<file path="src/rtl/score_track_pkg.sv">
// rtl/score_track_pkg.sv - shared state encoding, defaults and ID layout helper for the score tracker
package score_track_pkg;

  localparam int DEF_NUM_PLAYERS = 8;
  localparam int DEF_SCORE_W     = 7;

  localparam logic [2:0] S_CLEAR = 3'd0;
  localparam logic [2:0] S_IDLE  = 3'd1;
  localparam logic [2:0] S_RD    = 3'd2;
  localparam logic [2:0] S_CMP   = 3'd3;
  localparam logic [2:0] S_DONE  = 3'd4;

  typedef enum logic [2:0] {
    ST_CLEAR = S_CLEAR,
    ST_IDLE  = S_IDLE,
    ST_RD    = S_RD,
    ST_CMP   = S_CMP,
    ST_DONE  = S_DONE
  } state_e;

  // The guest flag sits directly above the player index in the winner ID.
  function automatic int guest_bit_pos(input int id_w);
    return id_w;
  endfunction

endpackage

</file>
<file path="src/rtl/score_ram.sv">
// rtl/score_ram.sv - single-port score table, synchronous write, registered read, no reset
module score_ram #(
  parameter int DEPTH = 8,
  parameter int AW    = 3,
  parameter int DW    = 7
) (
  input  logic          clk,
  input  logic          we_i,
  input  logic          re_i,
  input  logic [AW-1:0] addr_i,
  input  logic [DW-1:0] wdata_i,
  output logic [DW-1:0] rdata_o
);

  logic [DW-1:0] mem_q [DEPTH];
  logic [DW-1:0] rdata_q;

  always_ff @(posedge clk) begin
    if (we_i) mem_q[addr_i] <= wdata_i;
    if (re_i) rdata_q <= mem_q[addr_i];
  end

  assign rdata_o = rdata_q;

endmodule

</file>
<file path="src/rtl/score_tracker_param.sv">
// rtl/score_tracker_param.sv - personal-best table plus running global winner behind a ready/valid request port
module score_tracker_param
  import score_track_pkg::*;
#(
  parameter int NUM_PLAYERS = DEF_NUM_PLAYERS,
  parameter int ID_W        = 3,
  parameter int SCORE_W     = DEF_SCORE_W
) (
  input  logic               clk,
  input  logic               rst,
  input  logic               score_req,
  input  logic               clear_req,
  input  logic [ID_W-1:0]    player_id,
  input  logic               is_guest,
  input  logic [SCORE_W-1:0] score,
  output logic               ready,
  output logic               valid,
  output logic               err,
  output logic               personal_best,
  output logic [SCORE_W-1:0] prev_best,
  output logic               global_winner,
  output logic               winner_valid,
  output logic [ID_W:0]      global_winner_id,
  output logic [SCORE_W-1:0] global_winner_score
);

  localparam int GUEST_BIT = guest_bit_pos(ID_W);
  localparam logic [ID_W-1:0] LAST_ADDR = ID_W'(NUM_PLAYERS - 1);

  state_e state_q, state_d;
  logic [ID_W-1:0]    clr_addr_q, clr_addr_d;
  logic [ID_W-1:0]    lat_id_q;
  logic               lat_guest_q;
  logic [SCORE_W-1:0] lat_score_q;
  logic               valid_q, err_q, pb_q, gw_q;
  logic [SCORE_W-1:0] prev_q;
  logic               win_valid_q;
  logic [ID_W:0]      win_id_q;
  logic [SCORE_W-1:0] win_score_q;

  logic               ram_we, ram_re;
  logic [ID_W-1:0]    ram_addr;
  logic [SCORE_W-1:0] ram_wdata, ram_rdata;
  logic               lat_err, pb_w, gw_w, accept, clear_go;
  logic [SCORE_W-1:0] prev_w;
  logic [ID_W:0]      req_wid;

  score_ram #(.DEPTH(NUM_PLAYERS), .AW(ID_W), .DW(SCORE_W)) u_ram (
    .clk     (clk),
    .we_i    (ram_we),
    .re_i    (ram_re),
    .addr_i  (ram_addr),
    .wdata_i (ram_wdata),
    .rdata_o (ram_rdata)
  );

  // Guests and out-of-range IDs never touch the table, so the read data is ignored for them.
  assign lat_err  = !lat_guest_q && (32'(lat_id_q) >= NUM_PLAYERS);
  assign pb_w     = !lat_guest_q && !lat_err && (lat_score_q > ram_rdata);
  assign prev_w   = (lat_guest_q || lat_err) ? '0 : ram_rdata;
  assign gw_w     = !lat_err && (lat_score_q > win_score_q);
  assign accept   = ready && score_req && !clear_req;
  assign clear_go = ready && clear_req;

  always_comb begin
    req_wid = '0;
    req_wid[GUEST_BIT] = lat_guest_q;
    req_wid[ID_W-1:0]  = lat_id_q;
  end

  always_ff @(posedge clk or negedge rst) begin
    if (!rst) begin
      state_q    <= ST_CLEAR;
      clr_addr_q <= '0;
    end else begin
      state_q    <= state_d;
      clr_addr_q <= clr_addr_d;
    end
  end

  always_comb begin
    state_d    = state_q;
    clr_addr_d = clr_addr_q;
    ready      = 1'b0;
    ram_we     = 1'b0;
    ram_re     = 1'b0;
    ram_addr   = lat_id_q;
    ram_wdata  = lat_score_q;
    case (state_q)
      ST_CLEAR: begin
        ram_we    = 1'b1;
        ram_addr  = clr_addr_q;
        ram_wdata = '0;
        if (clr_addr_q == LAST_ADDR) begin
          state_d    = ST_IDLE;
          clr_addr_d = '0;
        end else begin
          clr_addr_d = clr_addr_q + 1'b1;
        end
      end
      ST_IDLE: begin
        ready = 1'b1;
        if (clear_req) begin
          state_d    = ST_CLEAR;
          clr_addr_d = '0;
        end else if (score_req) begin
          state_d = ST_RD;
        end
      end
      ST_RD: begin
        ram_re  = !lat_guest_q && !lat_err;
        state_d = ST_CMP;
      end
      ST_CMP: begin
        ram_we  = pb_w;
        state_d = ST_DONE;
      end
      ST_DONE: state_d = ST_IDLE;
      default: state_d = ST_CLEAR;
    endcase
  end

  always_ff @(posedge clk or negedge rst) begin
    if (!rst) begin
      lat_id_q    <= '0;
      lat_guest_q <= 1'b0;
      lat_score_q <= '0;
      valid_q     <= 1'b0;
      err_q       <= 1'b0;
      pb_q        <= 1'b0;
      prev_q      <= '0;
      gw_q        <= 1'b0;
      win_valid_q <= 1'b0;
      win_id_q    <= '0;
      win_score_q <= '0;
    end else begin
      valid_q <= 1'b0;
      if (accept) begin
        lat_id_q    <= player_id;
        lat_guest_q <= is_guest;
        lat_score_q <= score;
      end
      if (clear_go) begin
        win_valid_q <= 1'b0;
        win_id_q    <= '0;
        win_score_q <= '0;
      end
      if (state_q == ST_CMP) begin
        valid_q <= 1'b1;
        err_q   <= lat_err;
        pb_q    <= pb_w;
        prev_q  <= prev_w;
        gw_q    <= gw_w;
        if (gw_w) begin
          win_valid_q <= 1'b1;
          win_id_q    <= req_wid;
          win_score_q <= lat_score_q;
        end
      end
    end
  end

  assign valid               = valid_q;
  assign err                 = err_q;
  assign personal_best       = pb_q;
  assign prev_best           = prev_q;
  assign global_winner       = gw_q;
  assign winner_valid        = win_valid_q;
  assign global_winner_id    = win_id_q;
  assign global_winner_score = win_score_q;

endmodule
</file>
<file path="config.mk">
export PLATFORM = sky130hd
export DESIGN_NAME = score_tracker_param
export DESIGN_NICKNAME = d
export VERILOG_FILES = /design/src/rtl/score_track_pkg.sv /design/src/rtl/score_ram.sv /design/src/rtl/score_tracker_param.sv
export SDC_FILE = /design/constraint.sdc
export NUM_CORES = 1
export LEC_CHECK = 0
export ABC_AREA = 1
export CAP_MARGIN = 5
export CORE_UTILIZATION = 40
export DETAILED_ROUTE_END_ITERATION = 8
export GPL_ROUTABILITY_DRIVEN = 1
export PLACE_DENSITY_LB_ADDON = 0.12
export SETUP_SLACK_MARGIN = 0.15
export SYNTH_ARGS = -nofsm -noshare
export SYNTH_HDL_FRONTEND = slang
export SYNTH_HIERARCHICAL = 1
export SYNTH_SLANG_ARGS = --single-unit
</file>
<file path="constraint.sdc">
create_clock -name clk -period 3.05 [get_ports clk]
set_clock_uncertainty 0.1 [all_clocks]
set_input_delay 0.305 -clock clk [delete_from_list [all_inputs] [get_ports clk]]
set_output_delay 0.305 -clock clk [all_outputs]
set_load 0.02 [all_outputs]
</file>
==> flow_metrics.env, run 1 <==
export IMPL_outcome="complete, but fails checks"
export IMPL_violations="hold timing"
export IMPL_r2r_start="state_q[1]$_DFFE_PN0P_"
export IMPL_ant_nets=0
export IMPL_diodes=0
export IMPL_cts_setup_buffers=0
export IMPL_rows=39
export IMPL_layout_nets=589
export IMPL_clock_path_buffers=2
export IMPL_power_density_mw_per_mm2=1179
export IMPL_synth_seq_cells=102
export IMPL_r2r_cells=6
export IMPL_numCtsBuffers=9
export IMPL_overflow=0
export IMPL_port_buffers=37
export IMPL_ys_warn_count=6
export IMPL_layout_drive_gt1_share_pct=6.394
export IMPL_drv_cap=0
export IMPL_drt_iter0_drc=147
export IMPL_p_total_w=0.006600
export IMPL_avgSynthCellArea_um2=9.192
export IMPL_placed_cells=690
export IMPL_grt_pass1_vias=3212
export IMPL_power_leakage_nw=2.710
export IMPL_die_area_mm2=0.01225
export IMPL_n_fill_cell=1075
export IMPL_finalCriticalPeriod_ns=2.530
export IMPL_drt_wl_total_mm=10.30
export IMPL_drc_errors=0
export IMPL_critPathMaxStageDelay_ns=0.46
export IMPL_grt_max_degree=40
export IMPL_tns_ns=0
export IMPL_cts_tree="done"
export IMPL_cp_start_kind="flop"
export IMPL_stdcell_count=706
export IMPL_layout_common_cells="nand2_1 (198), inv_1 (80), edfxtp_1 (63)"
export IMPL_coreArea_mm2=0.01147
export IMPL_hpwl_mm=7.285
export IMPL_antenna_found_initial=0
export IMPL_start_util_pct=41.20
export IMPL_dr_pass1_iters=4
export IMPL_rsz0062_at_grt="no"
export IMPL_synth_edf_count=63
export IMPL_htree_levels=3
export IMPL_final_common_cell="nand2_1"
export IMPL_finalHoldViolCount=39
export IMPL_vias=3282
export IMPL_crit_chain="nand3b_2 -> o21ai_0 -> inv_2 -> nor2_2 -> inv_1 -> nor2_1"
export IMPL_rr_endpoint="u_ram/mem_q[4][2]$_DFFE_PP_"
export IMPL_layout_setup_ws_ns=0.5204
export IMPL_avgRoutedWirePerCell_um=14.59
export IMPL_worstPathArrival_ns=2.42
export IMPL_via_per_inst=4.649
export IMPL_syn_area_mm2=0.004725
export IMPL_clkLatencyLatePin_ns=0.35
export IMPL_grt_usage_pct=18.19
export IMPL_synthCells=514
export IMPL_syn_nets=545
export IMPL_critPathCaptureType="flop"
export IMPL_yosysTopAreaCell="edfxtp_1"
export IMPL_fin_crit_sh_pct=82.94
export IMPL_synthTopCellsByArea="edfxtp_1 (40%), dfrtp_1 (21%), nand2_1 (16%), inv_1 (6.4%), ha_1 (4.2%)"
export IMPL_crit_path_max_fanout=10
export IMPL_place_congestion=0.7984
export IMPL_synth_top_area_share_pct=40.04
export IMPL_die_y_um=110.7
export IMPL_clock_fmax_mhz=395.3
export IMPL_rrSetupSlack_ns=0.52
export IMPL_async_reset_ff_share_pct=38.24
export IMPL_die_x_um=110.7
export IMPL_cts_root_buf="clkbuf_16"
export IMPL_cts_sinks=102
export IMPL_yosysUniqueCellTypes=28
export IMPL_cts_resized=0
export IMPL_clk_pin_slew_worst_paths_ns=0.06
export IMPL_area_growth_pct=18.46
export IMPL_worst_pin_slew_ns=1.010
export IMPL_critPathKind="flop to flop"
export IMPL_cp_slowest_cell="nor2_1"
export IMPL_setup_violations=0
export IMPL_required_ns=2.94
export IMPL_fin_hold_ws_ns=-0.02836
export IMPL_slew_headroom_pct=32.43
export IMPL_grt_pass1_wl_mm=16.77
export IMPL_dp_slack_ns=0.4766
export IMPL_slew_violations=0
export IMPL_ios=39
export IMPL_hp_class="primary input to async pin"
export IMPL_ys_flop_type="edfxtp_1"
export IMPL_ir_drop_uv=509.3
export IMPL_postCtsHoldBufs=0
export IMPL_seq_area_frac_synth_pct=60.70
==> per-stage QoR <==
step           instance area, µm²  utilization (%)  hold WS [ns]
3_3_place_gp                 5256            45.84        0.3631
3_5_place_dp                 5256            45.84        0.3685
2_1_floorplan                4725                -      -0.09059
4_1_cts                      5597            48.81       0.01059
6_report                     5597            48.81      -0.02836
5_1_grt                      5597            48.81       0.04326
==> critical path, delay by kind of cell (launching register included) <==
family          cells  cell delay, ns
simple gates        3            1.05
flops               1            0.44
compound gates      1            0.34
buf+inv             2            0.23
==> synthesized netlist by cell type, drive strengths merged, types with 2 or more instances <==
library cell	instances
a21oi	14
nand3	27
dfrtp	39
clkinv	2
buf	14
o21ai	18
inv	83
nor3	4
nor2	28
edfxtp	63
nand2	198
ha	16
==> sequential cells by signal, indices dropped and copies added, names as in the netlist <==
| name | cells |
|---|---|
| valid | 1 |
| winner_valid | 1 |
| global_winner_id | 4 |
| state_q | 3 |
| global_winner_score | 7 |
| u_ram/rdata_o | 7 |
| lat_score_q | 7 |
| clr_addr_q | 3 |
| global_winner | 1 |
| personal_best | 1 |
| u_ram/mem_q | 56 |
| lat_guest_q | 1 |
| prev_best | 7 |
| lat_id_q | 3 |
==> final cells by class <==
type	instances	area, µm²	area share, %
Clock inverter	1	30.03	0.5366
Inverter	85	319.1	5.701
Sequential cell	102	2868	51.24
Multi-Input combinational cell	312	1443	25.78
Clock buffer	15	310.3	5.544
Timing Repair Buffer	48	447.9	8.004
Tap cell	143	178.9	3.197
==> per-layer routing <==
metal  part of all wire [%]  global-route usage, %  vias to the layer above
met5                      0                      0                        -
met4                    3.1                  9.689                        0
met3                    3.1                  3.335                       17
met2                     47                  28.74                       56
met1                     47                  23.86                     1513
li1                       -                      -                     1696
==> worst max path at each step <==
stage | start | to | slack (ns) | cells past startpoint
5_1_grt | state_q[1]$_DFFE_PN0P_ | u_ram/mem_q[4][6]$_DFFE_PP_ | 0.27 | 6
4_1_cts | state_q[1]$_DFFE_PN0P_ | u_ram/mem_q[4][3]$_DFFE_PP_ | 0.45 | 6
3_3_place_gp | state_q[1]$_DFFE_PN0P_ | u_ram/mem_q[4][3]$_DFFE_PP_ | 0.60 | 6
2_1_floorplan | state_q[1]$_DFFE_PN0P_ | u_ram/mem_q[1][0]$_DFFE_PP_ | 0.56 | 6
6_report | state_q[1]$_DFFE_PN0P_ | u_ram/mem_q[4][2]$_DFFE_PP_ | 0.52 | 6
3_5_place_dp | state_q[1]$_DFFE_PN0P_ | u_ram/mem_q[4][3]$_DFFE_PP_ | 0.48 | 6
==> cells by family (layout without fill, tap and decap cells) <==
kind of cell / after synthesis / after routing / synth area share (%)
AOI/OAI and AO/OA: 35 / 35 / 3.999
adders and majority gates: 16 / 16 / 4.237
buffers and inverters: 100 / 149 / 8.845
DFF: 102 / 102 / 60.70
other: 1 / 1 / 0.07937
and+or+nand+nor: 260 / 260 / 22.14
==> power breakdown <==
group | switching (W) | internal, W
logic | 0.00195 | 0.000949
registers | 0.000238 | 0.00219
clock network | 0.000490 | 0.000781
Note: power is estimated with default switching activity, not from simulation.
==> run 2, diff against run 1 <==
Clock period 3.05 ns to 2.6 ns, I/O delays scaled along.
==> run 2 against run 1 <==
The run now ends clean. Critical path depth unchanged. Clock power rose by 4%. Worst setup slack got worse by 0.23 ns. Count of clock-buffer cells in the layout down 5. Hold slack better by 0.39 ns. Maximum frequency is 9.6% higher. Critical endpoint is now u_ram/mem_q[2][0]$_DFFE_PP_.
==> flow_metrics.env, run 2 (same netlist as run 1, synthesis figures left out) <==
export IMPL_layout_drive_gt1_share_pct=8.174
export IMPL_coreArea_mm2=0.01147
export IMPL_drc_errors=0
export IMPL_fin_area_mm2=0.005644
export IMPL_slew_headroom_pct=39.01
export IMPL_cp_start_kind="flop"
export IMPL_fin_hold_ws_ns=0.3584
export IMPL_vias=3344
export IMPL_die_area_mm2=0.01225
export IMPL_cts_setup_buffers=0
export IMPL_power_density_mw_per_mm2=1353
export IMPL_r2r_cells=6
export IMPL_ios=39
export IMPL_rows=39
export IMPL_numCtsBuffers=9
export IMPL_cts_root_buf="clkbuf_16"
export IMPL_rrSetupSlack_ns=0.29
export IMPL_clk_pin_slew_worst_paths_ns=0.07
export IMPL_cp_slowest_cell="o21ai_0"
export IMPL_critPathMaxStageDelay_ns=0.51
export IMPL_critPathCaptureType="flop"
export IMPL_slew_violations=0
export IMPL_required_ns=2.56
export IMPL_overflow=0
export IMPL_layout_nets=601
export IMPL_dr_pass1_iters=4
export IMPL_worst_pin_slew_ns=0.9149
export IMPL_start_util_pct=41.20
export IMPL_antenna_found_initial=0
export IMPL_power_leakage_nw=2.750
export IMPL_hold_depth=3
export IMPL_cp_num_buf_inv=2
export IMPL_hp_class="primary input to flop"
export IMPL_clock_path_buffers=2
export IMPL_cts_tree="done"
export IMPL_die_x_um=110.7
export IMPL_layout_common_cells="nand2_1 (198), inv_1 (80), edfxtp_1 (63)"
export IMPL_final_common_cell="nand2_1"
export IMPL_area_growth_pct=19.46
export IMPL_setup_violations=0
export IMPL_worstPathArrival_ns=2.27
export IMPL_grt_pass1_vias=3281
export IMPL_clkLatencyLatePin_ns=0.35
export IMPL_finalHoldViolCount=0
export IMPL_grt_max_degree=40
export IMPL_ant_nets=0
export IMPL_die_y_um=110.7
export IMPL_grt_pass1_wl_mm=16.90
export IMPL_rr_endpoint="u_ram/mem_q[2][0]$_DFFE_PP_"
export IMPL_avgRoutedWirePerCell_um=14.26
export IMPL_fin_crit_sh_pct=88.78
export IMPL_htree_levels=3
export IMPL_grt_usage_pct=17.99
export IMPL_drt_iter0_drc=207
export IMPL_outcome="finished, final reports clean"
export IMPL_diodes=0
export IMPL_clock_fmax_mhz=433.2
export IMPL_crit_family="simple AND/OR/NAND/NOR gates"
export IMPL_drt_wl_total_mm=10.24
export IMPL_via_per_inst=4.657
export IMPL_critPathKind="flop to flop"
export IMPL_top_register="u_ram/mem_q"
export IMPL_r2r_start="state_q[1]$_DFFE_PN0P_"
export IMPL_hpwl_mm=7.452
export IMPL_crit_chain="nand3b_2 -> o21ai_0 -> buf_4 -> nand2_1 -> nor2_1 -> buf_4"
export IMPL_cts_sinks=102
export IMPL_min_to="lat_guest_q$_DFFE_PN0P_"
export IMPL_cp_common_cell="buf_4"
export IMPL_finalCriticalPeriod_ns=2.308
export IMPL_dpl_cell_area_mm2=0.005344
export IMPL_place_congestion=0.8634
export IMPL_drv_cap=0
export IMPL_rsz0062_at_grt="no"
export IMPL_min_from="is_guest"
export IMPL_port_buffers=37
export IMPL_tns_ns=0
export IMPL_crit_path_max_fanout=11
export IMPL_ir_drop_uv=615.9
export IMPL_largest_register_ff_count=56
## run 2: per-layer routing
metal	routed length (µm)	track usage [%]
met4	300	9.600
met3	358	3.280
met2	4560	27.25
met1	5017	24.62
met5	0	0
## run 2: cell type report
class                   count  area [µm²]
multi-input cells         312        1448
inverters                  85       320.3
flip-flops and latches    102        2868
well taps                 143       178.9
fillers                  1078        5823
clock inverters             6       60.06
repair buffers             60       540.5
clock buffers              10       229.0
## run 2: worst max-delay path by stage
stage                                       from                           to  slack, ns  cells after the start
after floorplan           state_q[1]$_DFFE_PN0P_  u_ram/mem_q[4][0]$_DFFE_PP_       0.20                      6
after global placement    state_q[1]$_DFFE_PN0P_  u_ram/mem_q[4][6]$_DFFE_PP_       0.26                      7
after detailed placement  state_q[1]$_DFFE_PN0P_  u_ram/mem_q[4][3]$_DFFE_PP_       0.23                      7
after CTS                 state_q[1]$_DFFE_PN0P_  u_ram/mem_q[4][2]$_DFFE_PP_       0.23                      7
after global routing      state_q[1]$_DFFE_PN0P_  u_ram/mem_q[3][1]$_DFFE_PP_       0.17                      6
final                     state_q[1]$_DFFE_PN0P_  u_ram/mem_q[2][0]$_DFFE_PP_       0.29                      6
## run 2: metrics by stage
stage	total power [W]	instances	utilization [%]	worst slack [ns]
floorplan	0.005064	514	-	0.1994
global placement	0.006339	701	46.60	0.2625
detailed placement	0.006386	701	46.60	0.2314
CTS	0.007718	718	49.21	0.2263
global route	0.008263	718	49.22	0.1745
finish	0.007638	718	49.22	0.2916
## run 2: tightest hold or removal path, cell delays in order
cell and delay [ns]:
clkdlybuf4s50_1 0.40, inv_1 0.05, o21ai_1 0.06
## run 2: what timing repair did
item,4_1_cts,5_1_grt
setup endpoints to repair,0,21
hold endpoints to repair,39,0
resized for setup,0,2
hold buffers,1,0
## run 2: where the power goes
| group | switching, W | total (W) | internal, W |
|---|---|---|---|
| registers | 0.000283 | 0.00285 | 0.00257 |
| logic | 0.00225 | 0.00347 | 0.00122 |
| clock network | 0.000571 | 0.00132 | 0.000745 |
